==> src/rtl/drm_stream_mux.sv <==
// drm_stream_mux: bridges one DRM-controller AXI4-Stream pair to N user-IP
// activator channels.
//   Downstream: packets on s_drm_* are routed to one m_uip_* channel chosen by
//     the low C_ID_WIDTH bits of the first beat; unknown IDs are consumed and
//     counted in drop_count (saturating).
//   Upstream: packets on s_uip_* are merged onto m_drm_* by a packet-locked
//     round-robin arbiter; grant_id reports the channel currently granted.
// Ports:
//   ap_clk, ap_rst_n            clock, asynchronous active-low reset
//   s_drm_*                     controller -> block stream
//   m_uip_* [N]                 block -> user-IP streams (tdata/tlast broadcast)
//   s_uip_* [N]                 user-IP -> block streams
//   m_drm_*                     block -> controller merged stream
//   drop_count                  dropped downstream packets, saturating
//   grant_id                    upstream channel currently granted
module drm_stream_mux #(
  parameter int unsigned C_NUM_CHANNELS = 4,
  parameter int unsigned C_DATA_WIDTH   = 32,
  parameter int unsigned C_ID_WIDTH     = 3
) (
  input  logic                                     ap_clk,
  input  logic                                     ap_rst_n,
  input  logic                                     s_drm_tvalid,
  output logic                                     s_drm_tready,
  input  logic [C_DATA_WIDTH-1:0]                  s_drm_tdata,
  input  logic                                     s_drm_tlast,
  output logic [C_NUM_CHANNELS-1:0]                m_uip_tvalid,
  input  logic [C_NUM_CHANNELS-1:0]                m_uip_tready,
  output logic [C_NUM_CHANNELS*C_DATA_WIDTH-1:0]   m_uip_tdata,
  output logic [C_NUM_CHANNELS-1:0]                m_uip_tlast,
  input  logic [C_NUM_CHANNELS-1:0]                s_uip_tvalid,
  output logic [C_NUM_CHANNELS-1:0]                s_uip_tready,
  input  logic [C_NUM_CHANNELS*C_DATA_WIDTH-1:0]   s_uip_tdata,
  input  logic [C_NUM_CHANNELS-1:0]                s_uip_tlast,
  output logic                                     m_drm_tvalid,
  input  logic                                     m_drm_tready,
  output logic [C_DATA_WIDTH-1:0]                  m_drm_tdata,
  output logic                                     m_drm_tlast,
  output logic [15:0]                              drop_count,
  output logic [C_ID_WIDTH-1:0]                    grant_id
);

  localparam int unsigned N  = C_NUM_CHANNELS;
  localparam int unsigned W  = C_DATA_WIDTH;
  localparam int unsigned IW = C_ID_WIDTH;
  localparam logic [IW:0]   NUM_IDS   = (IW+1)'(N);
  localparam logic [IW-1:0] LAST_CHAN = IW'(N - 1);
  localparam logic [15:0]   DROP_MAX  = 16'hFFFF;

  typedef enum logic [1:0] {D_IDLE, D_ROUTE, D_DROP} d_state_t;
  typedef enum logic       {U_ARB, U_LOCK}           u_state_t;

  // ------------------------------------------------------------------
  // Downstream router
  // ------------------------------------------------------------------
  d_state_t        d_state, d_next;
  logic [IW-1:0]   hdr_id, route_id, ds_sel;
  logic            hdr_ok, ds_hs, hdr_drop;

  // Header decode; only meaningful on the first beat (D_IDLE)
  always_comb begin
    hdr_id   = s_drm_tdata[IW-1:0];
    hdr_ok   = ({1'b0, hdr_id} < NUM_IDS);
    ds_sel   = (d_state == D_ROUTE) ? route_id : hdr_id;
    ds_hs    = s_drm_tvalid && s_drm_tready;
    hdr_drop = (d_state == D_IDLE) && ds_hs && !hdr_ok;
  end

  // State register and latched route
  always_ff @(posedge ap_clk or negedge ap_rst_n) begin
    if (!ap_rst_n) begin
      d_state  <= D_IDLE;
      route_id <= '0;
    end else begin
      d_state <= d_next;
      if (d_state == D_IDLE && ds_hs && hdr_ok) route_id <= hdr_id;
    end
  end

  // Next-state
  always_comb begin
    d_next = d_state;
    unique case (d_state)
      D_IDLE:  if (ds_hs && !s_drm_tlast) d_next = hdr_ok ? D_ROUTE : D_DROP;
      D_ROUTE: if (ds_hs && s_drm_tlast)  d_next = D_IDLE;
      D_DROP:  if (ds_hs && s_drm_tlast)  d_next = D_IDLE;
      default: d_next = D_IDLE;
    endcase
  end

  // Outputs: zero-latency steering; the reset gate keeps handshakes quiet
  // even while a source is still presenting a beat.
  always_comb begin
    m_uip_tvalid = '0;
    s_drm_tready = 1'b0;
    unique case (d_state)
      D_IDLE, D_ROUTE: begin
        if (d_state == D_ROUTE || hdr_ok) begin
          for (int k = 0; k < N; k++) begin
            if (ds_sel == IW'(k)) begin
              m_uip_tvalid[k] = s_drm_tvalid;
              s_drm_tready    = m_uip_tready[k];
            end
          end
        end else begin
          s_drm_tready = 1'b1;
        end
      end
      D_DROP:  s_drm_tready = 1'b1;
      default: s_drm_tready = 1'b0;
    endcase
    if (!ap_rst_n) begin
      m_uip_tvalid = '0;
      s_drm_tready = 1'b0;
    end
  end

  assign m_uip_tdata = {N{s_drm_tdata}};
  assign m_uip_tlast = {N{s_drm_tlast}};

  // Dropped-packet counter, counted on the header beat only
  always_ff @(posedge ap_clk or negedge ap_rst_n) begin
    if (!ap_rst_n) begin
      drop_count <= '0;
    end else if (hdr_drop && drop_count != DROP_MAX) begin
      drop_count <= drop_count + 16'd1;
    end
  end

  // ------------------------------------------------------------------
  // Upstream arbiter
  // ------------------------------------------------------------------
  u_state_t        u_state, u_next;
  logic [IW-1:0]   last_grant, rr_grant, hi_id, lo_id;
  logic            rr_valid, hi_hit, lo_hit, us_hs;

  // Round-robin pick: lowest requester above last_grant, else lowest overall
  always_comb begin
    hi_hit = 1'b0;
    lo_hit = 1'b0;
    hi_id  = '0;
    lo_id  = '0;
    for (int k = 0; k < N; k++) begin
      if (s_uip_tvalid[k]) begin
        if (IW'(k) > last_grant) begin
          if (!hi_hit) begin
            hi_hit = 1'b1;
            hi_id  = IW'(k);
          end
        end else if (!lo_hit) begin
          lo_hit = 1'b1;
          lo_id  = IW'(k);
        end
      end
    end
    rr_valid = hi_hit || lo_hit;
    rr_grant = hi_hit ? hi_id : lo_id;
  end

  // State register, grant and round-robin pointer
  always_ff @(posedge ap_clk or negedge ap_rst_n) begin
    if (!ap_rst_n) begin
      u_state    <= U_ARB;
      grant_id   <= '0;
      last_grant <= LAST_CHAN;
    end else begin
      u_state <= u_next;
      if (u_state == U_ARB && rr_valid) grant_id <= rr_grant;
      if (u_state == U_LOCK && us_hs && m_drm_tlast) last_grant <= grant_id;
    end
  end

  // Next-state: grant is held until the packet's last beat is accepted
  always_comb begin
    u_next = u_state;
    unique case (u_state)
      U_ARB:   if (rr_valid) u_next = U_LOCK;
      U_LOCK:  if (us_hs && m_drm_tlast) u_next = U_ARB;
      default: u_next = U_ARB;
    endcase
  end

  // Outputs: pass-through of the granted channel while locked
  always_comb begin
    m_drm_tvalid = 1'b0;
    m_drm_tdata  = '0;
    m_drm_tlast  = 1'b0;
    s_uip_tready = '0;
    if (u_state == U_LOCK) begin
      for (int k = 0; k < N; k++) begin
        if (grant_id == IW'(k)) begin
          m_drm_tvalid    = s_uip_tvalid[k];
          m_drm_tdata     = s_uip_tdata[k*W +: W];
          m_drm_tlast     = s_uip_tlast[k];
          s_uip_tready[k] = m_drm_tready;
        end
      end
    end
    if (!ap_rst_n) begin
      m_drm_tvalid = 1'b0;
      s_uip_tready = '0;
    end
    us_hs = m_drm_tvalid && m_drm_tready;
  end

endmodule

==> config.mk <==
export PLATFORM = sky130hd
export DESIGN_NAME = drm_stream_mux
export DESIGN_NICKNAME = d
export VERILOG_FILES = /design/src/rtl/drm_stream_mux.sv
export SDC_FILE = /design/constraint.sdc
export NUM_CORES = 1
export LEC_CHECK = 0
export BUFFER_PORTS_ARGS = -buffer_cell sky130_fd_sc_hd__buf_2
export CORE_AREA = 2 2 146 148
export CTS_CLUSTER_DIAMETER = 50
export DETAILED_ROUTE_END_ITERATION = 7
export DIE_AREA = 0 0 148 150
export GPL_TIMING_DRIVEN = 0
export HOLD_SLACK_MARGIN = 0.03
export PLACE_DENSITY_LB_ADDON = 0.2
export SLEW_MARGIN = 20
export SYNTH_ARGS = -nofsm -noshare
export SYNTH_HDL_FRONTEND = slang
export SYNTH_SLANG_ARGS = --single-unit
==> constraint.sdc <==
create_clock -name ap_clk -period 3.14 [get_ports ap_clk]
set_clock_uncertainty 0.1 [all_clocks]
set_input_delay 0.628 -clock ap_clk [delete_from_list [all_inputs] [get_ports ap_clk]]
set_output_delay 0.628 -clock ap_clk [all_outputs]
set_load 0.05 [all_outputs]
# --- After elaboration in Yosys (flattened, before gate mapping) ---
# Cells that the tools add are included.
totals:
  out_inout_bits: 194
  reg_bits: 28
  in_bits: 177
  elab_cells: 125
op_classes:
  n_mux: 79
  eq_ne: 11
  magnitude_cmp: 5
  n_reduce_logical: 22
  bitwise: 1
  n_addsub: 1
op_table:
  columns: ["op", "count"]
  rows:
  - ["32-bit 2-to-1 mux", 5]
  - ["1-bit 2-to-1 mux", 49]
  - ["3-bit 2-to-1 mux", 14]
  - ["4-bit 2-to-1 mux", 5]
  - ["16-bit by 1-bit adder with 16-bit output (second input constant)", 1]
  - ["16-bit inequality test (second input constant)", 1]
  - ["3-bit by 2-bit == test with 1-bit output (second input constant)", 4]
  - ["1-bit logical AND", 12]
  - ["3-bit by 1-bit == test with 1-bit output (second input constant)", 2]
  - ["1-bit by 3-bit > comparator with 1-bit output (first input constant)", 2]
  - ["2-bit by 3-bit > comparator with 1-bit output (first input constant)", 2]
  - ["3-bit zero test", 2]
  - ["2-bit 2-to-1 mux", 3]
  - ["2-bit by 1-bit inequality test with 1-bit output (second input constant)", 2]
  - ["1-bit case mux with 2 select lines", 2]
  - ["2-bit case mux with 2 select lines", 1]
  - ["2-bit OR reduction", 2]
  - ["3-bit < comparator (second input constant)", 1]
  - ["2-bit by 1-bit == test with 1-bit output (second input constant)", 1]
  - ["2-bit == test (second input constant)", 1]
  - ["1-bit zero test", 2]
  - ["2-bit zero test", 1]
  - ["1-bit logical OR", 2]
  - ["2-bit AND reduction", 1]
  - ["1-bit inverter", 1]

# --- Logic depth before layout (Yosys ltp) ---
logic_depth:
  word_depth: 14
  mapped_depth: 11

# --- Worst setup path before layout ---
# No wires, ideal clock.
synth_path:
  kind: "flip-flop to output port"
  from: "register grant_id[0]"
  to: "output s_uip_tready[1]"
  arrival_time_ns: 2.398
  stages_incl_launch_ff: 5
  setup_slack_ns: 0.014
  required_ns: 2.412
  n_path_buf: 2
  path_cell_list: "dfrtp_1 > buf_4 > buf_2 > inv_1 > nor3_1"
synth_via:
  elab_chain_len: 4
synth_rtl:
  columns: ["item", "line", "rtl"]
  rows:
  - ["start, declared", "40", "output logic [C_ID_WIDTH-1:0] grant_id"]
  - ["start signal, assigned", "168", "if (u_state == U_ARB && rr_valid) grant_id <= rr_grant;"]
  - ["3-bit by 1-bit == test with 1-bit output", "191", "if (grant_id == IW'(k)) begin"]
  - ["1-bit 2-to-1 mux", "191", null]
  - ["4-bit 2-to-1 mux", "189", "if (u_state == U_LOCK) begin"]
  - ["4-bit 2-to-1 mux", "199", "if (!ap_rst_n) begin"]
  - ["end, declared", "32", "output logic [C_NUM_CHANNELS-1:0] s_uip_tready,"]
# No other way between the ends.

# --- Worst setup path in the final report ---
layout_path:
  from: "register grant_id[0]"
  to: "output m_drm_tdata[15]"
layout_via:
  elab_chain_len: 6
layout_rtl:
  columns: ["item", "line", "rtl"]
  rows:
  - ["3-bit zero test", "191", null]
  - ["32-bit 2-to-1 mux (3 in a row)", "191", null]
  - ["32-bit 2-to-1 mux *", "191", null]
  - ["32-bit 2-to-1 mux *", "189", null]
  - ["end, declared", "37", "output logic [C_DATA_WIDTH-1:0] m_drm_tdata,"]
# Every way passes the cells marked *; elsewhere a longest branch is shown, timed or not.

==> metrics.txt <==
FILL cells=2269; CTS tree=yes; Min Clock Period, post-route=2930 ps; cts bufs inserted=3; pre-CTS setup slack=93.7 ps; crit path capture type=primary output; Synth Instances=382; initial core utilization=17.8%; CP delay by family, top=buffers and inverters; sequential share of the synthesized area=17.8%; Synthesis Warnings=0; final setup TNS=0 ps; most frequent CP cell=buf_2; endpoints failing setup=0; Die W=148 um; CP arrival=2200 ps; final net count=907; power density over cell area=736 nW/um^2; post-route ant nets=0; Yosys reg bits=26; Pwr Total=4.28 mW; Core ar.=20700 sq um; critical-path cell list=buf_4 -> buf_2 -> mux4_2 -> and2_1 -> buf_2; CP bufs+invs=3; CTS Hold Bufs=0; total grt overflow=0; DRC=0; Core Util, Final=28.1%; status=completed; Post-synth EDFFs=0; CTS Root Cell=clkbuf_16; FFs w/ async S/R, synth=100%; Die Area=22200 sq um; via count=3864; commonest non-fill, non-tap cell in the layout=buf_2; clk buf depth=2; pin count of the biggest net entering global routing=28; num rows=53; Avg Vias per Cell=3.86; initial antenna violation count=0; GP Congestion=0.754; crit-path max FO=10; Max Cap Violations=0; RR Startpoint=d_state[1]; final worst setup slack=207 ps; DRT Pass-1 Iters=4; Clock Latency Late Sink=260 ps; first-pass GRT wire length=21000 um; clock-pin slew on the worst setup and hold paths=70 ps; Reg area=653 sq um; clock sinks=26; number of global-route vias before repair=3593; I/O pins=371; Die Height=150 um; ANT cells=0; Setup Crit Path Kind=reg -> out; RSZ-0062 raised after global routing=false; DRT iter0 DRCs=84; Worst VDD drop=0.300 mV; layout cells sized above 1=75.3%; fin crit share=93.4%; post-DP HPWL=13100 um; aggregate global-route resource usage=11.9%; Avg Inst Size Synth=9.63 sq um; I/O Buffers=340; Slew Viols, Final=0; placed cell area=5720 sq um; Slew @ Worst Pin=639 ps; synth unique cells=52; upper clock frequency limit=341 MHz; Setup Buffers After CTS=0; Hold WC Path Type=in -> async; Layout Area Growth over Synthesis=58.2%; Mapped Area=3680 sq um; startpoint types=flip-flop; critical path's largest stage delay=560 ps; area of the multi-input gates=1900 sq um; Fin. Hold Viols=0; Leak=3.14 nW; Design Area, Final=5820 sq um; relative slew slack=57.4%; wire per inst=14.6 um; slowest CP cell=mux4_2; ys flop type=dfrtp_1; Post-Route WL=14600 um; Worst Path Required=2410 ps; Post-Syn Nets=562; most frequent cells in the layout=343 x buf_2, 134 x buf_4, 35 x and2_1, 33 x mux4_2, 24 x dfrtp_1; Max H-tree Level=1; Crit. Startpoint=grant_id[0]
==> cells in the mapped netlist (4+ instances only) <==
library cell | count | area share (%)
buf_4 | 134 | 27
xor2_1 | 13 | 3.1
mux2i_1 | 4 | 1.1
nor3_2 | 6 | 1.6
nand4_1 | 5 | 0.85
nor2_1 | 10 | 1.0
inv_1 | 5 | 0.51
and2_1 | 35 | 6.0
mux2_2 | 8 | 2.4
clkbuf_1 | 8 | 0.82
nor4_1 | 4 | 0.68
o21ai_0 | 4 | 0.54
mux4_2 | 33 | 20
dfrtp_1 | 24 | 16
nand2_1 | 18 | 1.8
nor3_1 | 4 | 0.54
buf_6 | 4 | 1.2
nand3_1 | 11 | 1.5
a21oi_1 | 4 | 0.54
==> through the flow <==
| stage | cells | hold WS [ps] |
|---|---|---|
| 2_1_floorplan | 382 | 232 |
| 3_3_place_gp | 997 | 382 |
| 3_5_place_dp | 997 | 379 |
| 4_1_cts | 1001 | 307 |
| 5_1_grt | 1001 | 346 |
| 6_report | 1001 | 290 |
==> what timing repair did <==
item                                    in CTS  in global routing
endpoints found under the setup margin      27                  2
resized for setup                            3                  1
cloned                                       0                  0
endpoints found under the hold margin        0                  0
==> power breakdown <==
| part | switching, mW | leakage (nW) | internal [mW] |
|---|---|---|---|
| logic | 2.27 | 2.75 | 1.18 |
| registers | 0.104 | 0.337 | 0.417 |
| clock network | 0.117 | 0.0442 | 0.195 |
==> cell type report <==
type | instances | area share, %
buffer | 151 | 19.1
clock buffer | 4 | 1.53
inverter | 5 | 0.323
multi-input combinational | 200 | 32.7
sequential | 26 | 11.2
tap | 275 | 5.91
timing repair buffer | 340 | 29.2
==> path summary, 6_finish.rpt <==
path / end / slack [ps] / cells past startpoint
setup reg to reg: drop_count[1] / 720 / 10
min in group ap_clk: drop_count[10] / 390 / 1
max in group asynchronous: drop_count[0] / 2240 / 1
hold / removal: drop_count[14] / 290 / 1
setup / recovery: m_drm_tdata[15] / 210 / 5
hold reg to reg: drop_count[10] / 390 / 1
==> cell families (layout without fill, tap and decap cells) <==
| logic type | Yosys count | count (layout) | synth area share, % |
|---|---|---|---|
| simple gates | 113 | 113 | 18.4 |
| mux | 46 | 46 | 24.1 |
| fa+ha+maj | 3 | 3 | 1.02 |
| buf+inv | 156 | 500 | 30.5 |
| xor+xnor | 14 | 14 | 3.33 |
| flops | 26 | 26 | 17.8 |
| other cells | 1 | 1 | 0.102 |
| compound gates | 23 | 23 | 4.69 |
==> flip-flops by register name (all words and copies together), names as in the netlist <==
name and count:
d_state 2, route_id 3, u_state 1, last_grant 2, grant_id 2, drop_count 16
==> per-layer routing <==
layer	vias to the layer above	global-route usage, %	part of all wire, %
met5	-	0	0
met4	0	0.714	0.12
met3	2	1.65	6.3
met2	160	23.3	55
met1	1807	14.4	38
li1	1895	-	-
No activity file was read; power rests on OpenSTA's default activity.
